--- src/rtl/alu_flags.sv ---
// ---------------------------------------------------------------------------
// alu_flags
// Status/flag stage that sits after the ALU. It captures Z/N/C/V from each
// ALU result and returns the registered carry to the ALU for multi-byte
// arithmetic. It also evaluates jump conditions for the control unit and
// keeps a small LIFO of flag snapshots for call/interrupt save and restore.
// Flag vector layout: flags = {V, C, N, Z}.
// ---------------------------------------------------------------------------
module alu_flags #(
    parameter int STACK_DEPTH = 4
) (
    input  logic       clk,
    input  logic       rst_n,
    input  logic [7:0] alu_out,
    input  logic       alu_carry,
    input  logic       alu_over,
    input  logic       alu_cmp,
    input  logic       alu_oe,
    input  logic       flag_we,
    input  logic       carry_clr,
    input  logic       cond_valid,
    input  logic [3:0] cond_sel,
    input  logic       push,
    input  logic       pop,
    output logic [3:0] flags,
    output logic       carry_to_alu,
    output logic       jump_taken,
    output logic       jump_valid,
    output logic       stack_full,
    output logic       stack_empty,
    output logic       stack_err
);

    // Bit positions inside the flag vector.
    localparam int FZ = 0;
    localparam int FN = 1;
    localparam int FC = 2;
    localparam int FV = 3;

    // The stack pointer counts entries, so it needs one bit more than the
    // memory index in order to represent the "completely full" state.
    localparam int IDXW = $clog2(STACK_DEPTH);
    localparam int SPW  = IDXW + 1;

    localparam logic [SPW-1:0] SP_ZERO = {SPW{1'b0}};
    localparam logic [SPW-1:0] SP_ONE  = {{(SPW-1){1'b0}}, 1'b1};
    localparam logic [SPW-1:0] SP_FULL = SPW'(STACK_DEPTH);

    // Condition codes used by the control unit.
    localparam logic [3:0] CC_ALWAYS = 4'd0;
    localparam logic [3:0] CC_Z      = 4'd1;
    localparam logic [3:0] CC_NZ     = 4'd2;
    localparam logic [3:0] CC_C      = 4'd3;
    localparam logic [3:0] CC_NC     = 4'd4;
    localparam logic [3:0] CC_N      = 4'd5;
    localparam logic [3:0] CC_NN     = 4'd6;
    localparam logic [3:0] CC_V      = 4'd7;
    localparam logic [3:0] CC_NV     = 4'd8;
    localparam logic [3:0] CC_UGT    = 4'd9;
    localparam logic [3:0] CC_SLT    = 4'd10;
    localparam logic [3:0] CC_SGE    = 4'd11;
    localparam logic [3:0] CC_SGT    = 4'd12;
    localparam logic [3:0] CC_SLE    = 4'd13;
    localparam logic [3:0] CC_ULE    = 4'd14;
    localparam logic [3:0] CC_NEVER  = 4'd15;

    // Evaluate one condition code against a flag snapshot.
    function automatic logic eval_cond(input logic [3:0] sel, input logic [3:0] f);
        logic z;
        logic n;
        logic c;
        logic v;
        logic r;
        z = f[FZ];
        n = f[FN];
        c = f[FC];
        v = f[FV];
        case (sel)
            CC_ALWAYS: r = 1'b1;
            CC_Z:      r = z;
            CC_NZ:     r = ~z;
            CC_C:      r = c;
            CC_NC:     r = ~c;
            CC_N:      r = n;
            CC_NN:     r = ~n;
            CC_V:      r = v;
            CC_NV:     r = ~v;
            CC_UGT:    r = c & ~z;
            CC_SLT:    r = n ^ v;
            CC_SGE:    r = ~(n ^ v);
            CC_SGT:    r = ~z & ~(n ^ v);
            CC_SLE:    r = z | (n ^ v);
            CC_ULE:    r = ~c | z;
            CC_NEVER:  r = 1'b0;
            default:   r = 1'b0;
        endcase
        return r;
    endfunction

    // Registered state.
    logic [3:0]     flags_r;
    logic           jump_taken_r;
    logic           jump_valid_r;
    logic           stack_err_r;
    logic [SPW-1:0] sp_r;
    logic [3:0]     mem_r [STACK_DEPTH];

    // Combinational next-state values.
    logic           upd_s;
    logic           full_s;
    logic           empty_s;
    logic           push_ok_s;
    logic           pop_ok_s;
    logic           op_err_s;
    logic [SPW-1:0] sp_m1_s;
    logic [SPW-1:0] sp_nxt_s;
    logic [3:0]     top_s;
    logic [3:0]     flags_nxt_s;
    logic           cond_s;

    assign full_s  = (sp_r == SP_FULL);
    assign empty_s = (sp_r == SP_ZERO);
    assign sp_m1_s = sp_r - SP_ONE;
    assign top_s   = mem_r[sp_m1_s[IDXW-1:0]];

    // Classify this cycle's stack request as push, pop, illegal or idle.
    always_comb begin
        push_ok_s = 1'b0;
        pop_ok_s  = 1'b0;
        op_err_s  = 1'b0;
        sp_nxt_s  = sp_r;
        if (push && pop) begin
            op_err_s = 1'b1;
        end else if (push) begin
            if (full_s) begin
                op_err_s = 1'b1;
            end else begin
                push_ok_s = 1'b1;
                sp_nxt_s  = sp_r + SP_ONE;
            end
        end else if (pop) begin
            if (empty_s) begin
                op_err_s = 1'b1;
            end else begin
                pop_ok_s = 1'b1;
                sp_nxt_s = sp_m1_s;
            end
        end else begin
            sp_nxt_s = sp_r;
        end
    end

    // Next flag value: a restoring pop overrides everything, carry_clr
    // overrides only C, and an ALU update otherwise refreshes all four.
    always_comb begin
        upd_s       = alu_oe & (flag_we | alu_cmp);
        flags_nxt_s = flags_r;
        if (pop_ok_s) begin
            flags_nxt_s = top_s;
        end else begin
            if (upd_s) begin
                flags_nxt_s[FZ] = (alu_out == 8'h00);
                flags_nxt_s[FN] = alu_out[7];
                flags_nxt_s[FC] = alu_carry;
                flags_nxt_s[FV] = alu_over;
            end else begin
                flags_nxt_s = flags_r;
            end
            if (carry_clr) begin
                flags_nxt_s[FC] = 1'b0;
            end else begin
                flags_nxt_s[FC] = flags_nxt_s[FC];
            end
        end
    end

    // Condition result is taken from the flags registered before this edge,
    // so a same-cycle flag update never influences the evaluation.
    always_comb begin
        cond_s = eval_cond(cond_sel, flags_r);
    end

    // Flag, stack pointer, jump and error registers.
    always_ff @(posedge clk or negedge rst_n) begin
        if (!rst_n) begin
            flags_r      <= 4'b0000;
            sp_r         <= SP_ZERO;
            jump_taken_r <= 1'b0;
            jump_valid_r <= 1'b0;
            stack_err_r  <= 1'b0;
        end else begin
            flags_r     <= flags_nxt_s;
            sp_r        <= sp_nxt_s;
            stack_err_r <= op_err_s;
            if (cond_valid) begin
                jump_taken_r <= cond_s;
                jump_valid_r <= 1'b1;
            end else begin
                jump_taken_r <= jump_taken_r;
                jump_valid_r <= 1'b0;
            end
        end
    end

    // Stack storage; contents are don't-care until written, so no reset.
    always_ff @(posedge clk) begin
        if (push_ok_s) begin
            mem_r[sp_r[IDXW-1:0]] <= flags_r;
        end
    end

    assign flags        = flags_r;
    assign carry_to_alu = flags_r[FC];
    assign jump_taken   = jump_taken_r;
    assign jump_valid   = jump_valid_r;
    assign stack_full   = full_s;
    assign stack_empty  = empty_s;
    assign stack_err    = stack_err_r;

endmodule
--- config.mk ---
export PLATFORM = sky130hd
export DESIGN_NAME = alu_flags
export DESIGN_NICKNAME = d
export VERILOG_FILES = /design/src/rtl/alu_flags.sv
export SDC_FILE = /design/constraint.sdc
export NUM_CORES = 1
export LEC_CHECK = 0
export CAP_MARGIN = 20
export CORE_ASPECT_RATIO = 0.7
export CORE_UTILIZATION = 24
export CTS_CLUSTER_SIZE = 10
export DETAILED_ROUTE_END_ITERATION = 10
export PLACE_DENSITY_LB_ADDON = 0.3
export SLEW_MARGIN = 20
export SYNTH_ARGS = -nofsm -noshare
export SYNTH_HDL_FRONTEND = slang
export SYNTH_SLANG_ARGS = --single-unit
--- constraint.sdc ---
create_clock -name clk -period 2.4 [get_ports clk]
set_input_delay 0.48 -clock clk [delete_from_list [all_inputs] [get_ports clk]]
set_output_delay 0.48 -clock clk [all_outputs]
set_load 0.03 [all_outputs]
; Word-level counts from Yosys, hierarchy flattened
; Memory sizes are Yosys's and may differ from the RTL's.
; Cells that the tools add are included.
[classes]
addsub = 2
eq_ne = 18
mux = 23
n_bitwise = 13
reduce_logical = 8
[ops]
columns = op, count
row1 = $eq A4 B4 Y1 const B, 8
row2 = $eq A4 B3 Y1 const B, 4
row3 = $mux W1, 16
row4 = $pmux W1 S16, 1
row5 = $mux W3, 4
row6 = $eq A4 B2 Y1 const B, 2
row7 = $logic_not A8 Y1, 1
row8 = $mux W4, 2
row9 = $not A1 Y1, 6
row10 = $eq A4 B1 Y1 const B, 1
row11 = $logic_not A4 Y1, 1
row12 = $ne A2 B2 Y1 const B, 2
row13 = $reduce_and A4 Y1, 1
row14 = $reduce_bool A2 Y1, 2
row15 = $add A3 B1 Y3 const B, 1
row16 = $and A1 B1 Y1, 3
row17 = $eq A3 B3 Y1 const B, 1
row18 = $logic_not A3 Y1, 1
row19 = $or A1 B1 Y1, 3
row20 = $reduce_bool A3 Y1, 1
row21 = $sub A3 B1 Y3 const B, 1
row22 = $logic_and A1 B1 Y1, 1
row23 = $xor A1 B1 Y1, 1
[totals]
reg_bits = 10
ram_bits = 16
input_bits = 23
output_inout_bits = 10
elab_cells = 71
mem_count = 1
[mem_list]
columns = name, depth, width, rd, rd_ports_with_merged_regs, write_ports, line
row1 = mem_r, 4, 4, 1, 0, 1, 106  ; logic [3:0] mem_r [STACK_DEPTH];

; Logic depth before layout (Yosys ltp)
[depth]
ltp_word = 6
ltp_mapped = 9
ltp_nobuf = 7

; Worst setup path after synthesis
; No wires, ideal clock.
[synth_timing]
path_kind = register to register
startpoint = register sp_r[0]
endpoint = memory mem_r[0][0], enable pin
setup_ns = 0.309
arrival_ns = 1.790
required_ns = 2.091
slack_ns = 0.301
path_stages_with_launch = 7
n_path_buf = 1
period_less_slack_ns = 2.099
path_cell_list = dfrtp_1 -> clkbuf_1 -> inv_1 -> ha_1 -> and2_1 -> nor2b_1 -> and2_1
[synth_via]
elab_chain_len = 6
[synth_lines]
columns = element, line
row1 = start: declaration, 105  ; logic [SPW-1:0] sp_r;
row2 = start signal: assignment, 193  ; sp_r <= sp_nxt_s;
row3 = $eq A3 B3 Y1, 121  ; assign full_s = (sp_r == SP_FULL);
row4 = net stack_full, 29  ; output logic stack_full,
row5 = $mux W1, 135  ; if (full_s) begin
row6 = $mux W1, 134  ; end else if (push) begin
row7 = $mux W1, 132  ; if (push && pop) begin
row8 = $mux W1, 207  ; if (push_ok_s) begin
row9 = $mux W1 (implied by the code), 208  ; mem_r[sp_r[IDXW-1:0]] <= flags_r;
row10 = end: declaration, 106
; The timed path passes the listed nets, and every way through them passes these cells.

; Final worst setup path
[layout_timing]
startpoint = register sp_r[1]
endpoint = output port stack_empty
[layout_via]
elab_chain_len = 1
[layout_lines]
columns = element, line
row1 = $logic_not A3 Y1, 122  ; assign empty_s = (sp_r == SP_ZERO);
row2 = end: declaration, 30  ; output logic stack_empty,
; Every way passes these cells.

==> impl_metrics.json <==
{
  "vias_per_cell": 4.667,
  "antenna_cells": 0,
  "synth_seq_area_share_pct": 52.66,
  "syn_nets": 150,
  "grt_max_degree": 16,
  "rsz0062_at_grt": "no",
  "synth_top_area_share_pct": 34.63,
  "layout.nets": 185,
  "drive_above_1_share_pct": 9.615,
  "tightest_slew_ns": 0.5209,
  "rrSetupSlack_ns": 0.51,
  "io_buffers": 32,
  "share_seq_of_total_power_pct": 36.9,
  "die_area_um2": 6094,
  "setup_viol": 0,
  "critPathMaxStageDelay_ns": 0.44,
  "fin_crit_sh_pct": 95.02,
  "cp_slowest_cell": "dfrtp_1",
  "grt_pass1_wl_um": 5092,
  "rows": 22,
  "status": "complete, no violations",
  "syn_area_um2": 1388,
  "first_pass_iters": 4,
  "tritoncts": "yes",
  "num_vias": 1064,
  "min_path_type": "input port to async pin",
  "grtUsageTotal_pct": 11.10,
  "drt_iter0_drc": 55,
  "r2r_start": "sp_r[1]$_DFFE_PN0P_",
  "hold_viol_final": 0,
  "fin_skew_ns": 0.004778,
  "required_ns": 1.92,
  "yosys_warnings": 0,
  "crit_path_end_kind": "output pin",
  "max-vdd-ir-drop_mv": 0.3196,
  "synth_top_area_cell": "edfxtp_1",
  "ant_nets": 0,
  "p_per_area_nw_per_um2": 1061,
  "p_leak_nw": 0.6873,
  "period_needed_ns": 2.281,
  "syn2layout_area_growth_pct": 34.81,
  "r2r_cells": 5,
  "grt_pass1_vias": 1048,
  "wire_per_inst_um": 14.18,
  "finalMaxSlewViolations": 0,
  "cts_htree_levels": 1,
  "intPower_mw": 1.239,
  "clk_latency_ns": 0.27,
  "cts_root_buf": "clkbuf_8",
  "p_sw_share_pct": 37.56,
  "cts_setup_buffers": 0,
  "io_pins": 33,
  "clockPowerShare_pct": 18.1,
  "initial_utilization_pct": 25.72,
  "power_frac_comb_pct": 45.0,
  "relSlewSlack_pct": 65.16,
  "max_cap_viol_count": 0,
  "path_clk_slew_ns": 0.09,
  "cp.arrival_ns": 1.80,
  "globalplace.congestion": 0.8074,
  "dp_cells": 224,
  "ys_top_cells_by_area": "edfxtp_1 (35%), dfrtp_1 (18%), mux4_2 (6.5%)",
  "p_switching_mw": 0.7452,
  "syn_inst": 122,
  "avgSynthCellArea_um2": 11.37,
  "crit_fanout": 6,
  "antenna_found_initial": 0,
  "cts_sinks": 26,
  "startpoint_type": "flip-flop",
  "dieHeight_um": 65.62,
  "die_w_um": 92.88,
  "numCtsBuffers": 3,
  "drc": 0,
  "cts_buffer_depth": 2,
  "holdWs_ns": 0.5455,
  "wl_um": 3234,
  "hpwl_um": 2493,
  "r2r_end": "mem_r[0][1]$_DFFE_PP_",
  "overflow": 0,
  "critPathKind": "flip-flop to output pin",
  "timing.fmax_ghz": 0.4385,
  "hold_buffers": 0,
  "core_area_um2": 5395,
  "ys_types": 32,
  "layout.cells.non_filler": 228,
  "fin_setup_tns_ns": 0,
  "crit_path_cell_trace": "inv_1, ha_1, inv_2, nor2_1, clkdlybuf4s15_1",
  "ys_ff_latch": 26
}
==> critical path, delay by kind of cell (launching register included) <==
family,cells,cell delay (ns)
and+or+nand+nor,1,0.16
DFF,1,0.44
adders and majority gates,1,0.28
buffers and inverters,3,0.64
==> how the worst max path moves through the flow <==
| stage | from | endpoint | slack [ns] |
|---|---|---|---|
| CTS | sp_r[1]$_DFFE_PN0P_ | stack_empty | 0.1 |
| global placement | sp_r[1]$_DFFE_PN0P_ | stack_empty | 0.20 |
| finish | sp_r[1]$_DFFE_PN0P_ | stack_empty | 0.12 |
| global route | sp_r[1]$_DFFE_PN0P_ | stack_empty | 0.01 |
| floorplan | sp_r[0]$_DFFE_PN0P_ | mem_r[0][0]$_DFFE_PP_ | 0.30 |
| detailed placement | sp_r[1]$_DFFE_PN0P_ | stack_empty | 0.11 |
==> cells in the final DEF, fill, tap and decap left out, drive strengths merged, types with 2 or more instances in the layout <==
cell type	count
nand2	8
and2	5
a211oi	3
nor2	9
buf	5
ha	5
inv	4
mux4	4
or4	2
o31ai	2
nor2b	5
o21ai	10
clkdlybuf4s50	30
dfrtp	10
a311oi	2
a21oi	6
xnor2	2
nor3	4
nand3	4
mux2i	4
edfxtp	16
clkbuf	3
nand2b	4
==> cells in the mapped netlist <==
master and count:
edfxtp_1 16, dfrtp_1 10, nor2_1 9, nand2_1 8, o21ai_1 7, a21oi_1 6, and2_1 5, ha_1 5
nor2b_1 5, buf_2 4, mux2i_1 4, mux4_2 4, nand3_1 4, nor3_1 4, a211oi_1 3, inv_1 3
nand2b_1 3, o21ai_0 3, a311oi_1 2, clkbuf_1 2, o31ai_1 2, or4_1 2, xnor2_1 2, a221oi_1 1
a32o_1 1, buf_4 1, inv_2 1, nand2b_2 1, nand4_1 1, o32ai_1 1, or4b_1 1, xor2_1 1
==> metrics by stage <==
stage / worst slack [ns] / total power, mW / util [%] / instance area (um2)
after floorplan: 0.3011 / 1.310 / - / 1388
after detailed placement: 0.1144 / 1.652 / 33.37 / 1800
after global routing: 0.01003 / 2.114 / 34.67 / 1871
after CTS: 0.09835 / 1.999 / 34.65 / 1869
final: 0.1194 / 1.984 / 34.67 / 1871
after global placement: 0.1991 / 1.631 / 33.37 / 1800
==> power groups by stage <==
stage	combinational, mW	clock [mW]	sequential [mW]
after floorplan	0.517	0	0.793
after global placement	0.895	0	0.736
after detailed placement	0.909	0	0.742
after CTS	0.900	0.366	0.733
after global routing	0.980	0.383	0.752
final	0.892	0.360	0.732
==> final cells by class <==
| type | instances | area (um2) |
|---|---|---|
| Fill cell | 551 | 3525 |
| Sequential cell | 26 | 730.7 |
| Multi-Input combinational cell | 85 | 606.8 |
| Timing Repair Buffer | 37 | 356.6 |
| Tap cell | 72 | 90.09 |
| Clock buffer | 3 | 41.29 |
| Clock inverter | 1 | 30.03 |
| Inverter | 4 | 15.01 |
==> logic make-up after synthesis <==
kind of cell | synth area share, %
and+or+nand+nor | 16.23
AOI/OAI and AO/OA | 11.72
DFF | 52.66
buffers and inverters | 3.607
muxes | 9.378
adders and majority gates | 4.509
xor gates and xnor gates | 1.894
==> sequential cells by signal, summed over array words and instances, names as in the netlist <==
signal,cells
mem_r,16
stack_err,1
flags,4
sp_r,3
jump_taken,1
jump_valid,1
==> repair_timing <==
item,4_1_cts,5_1_grt
endpoints found under the setup margin,2,1
pin swaps,0,0
gates resized for setup,2,1
hold endpoints to repair,0,0
==> layer usage <==
layer | track usage (%) | part of all wire [%]
met1 | 14.92 | 48
met4 | 1.923 | 0.25
met2 | 17.19 | 46
met3 | 4.167 | 5.7
met5 | 0 | 0
No activity file was read; power rests on OpenSTA's default activity.
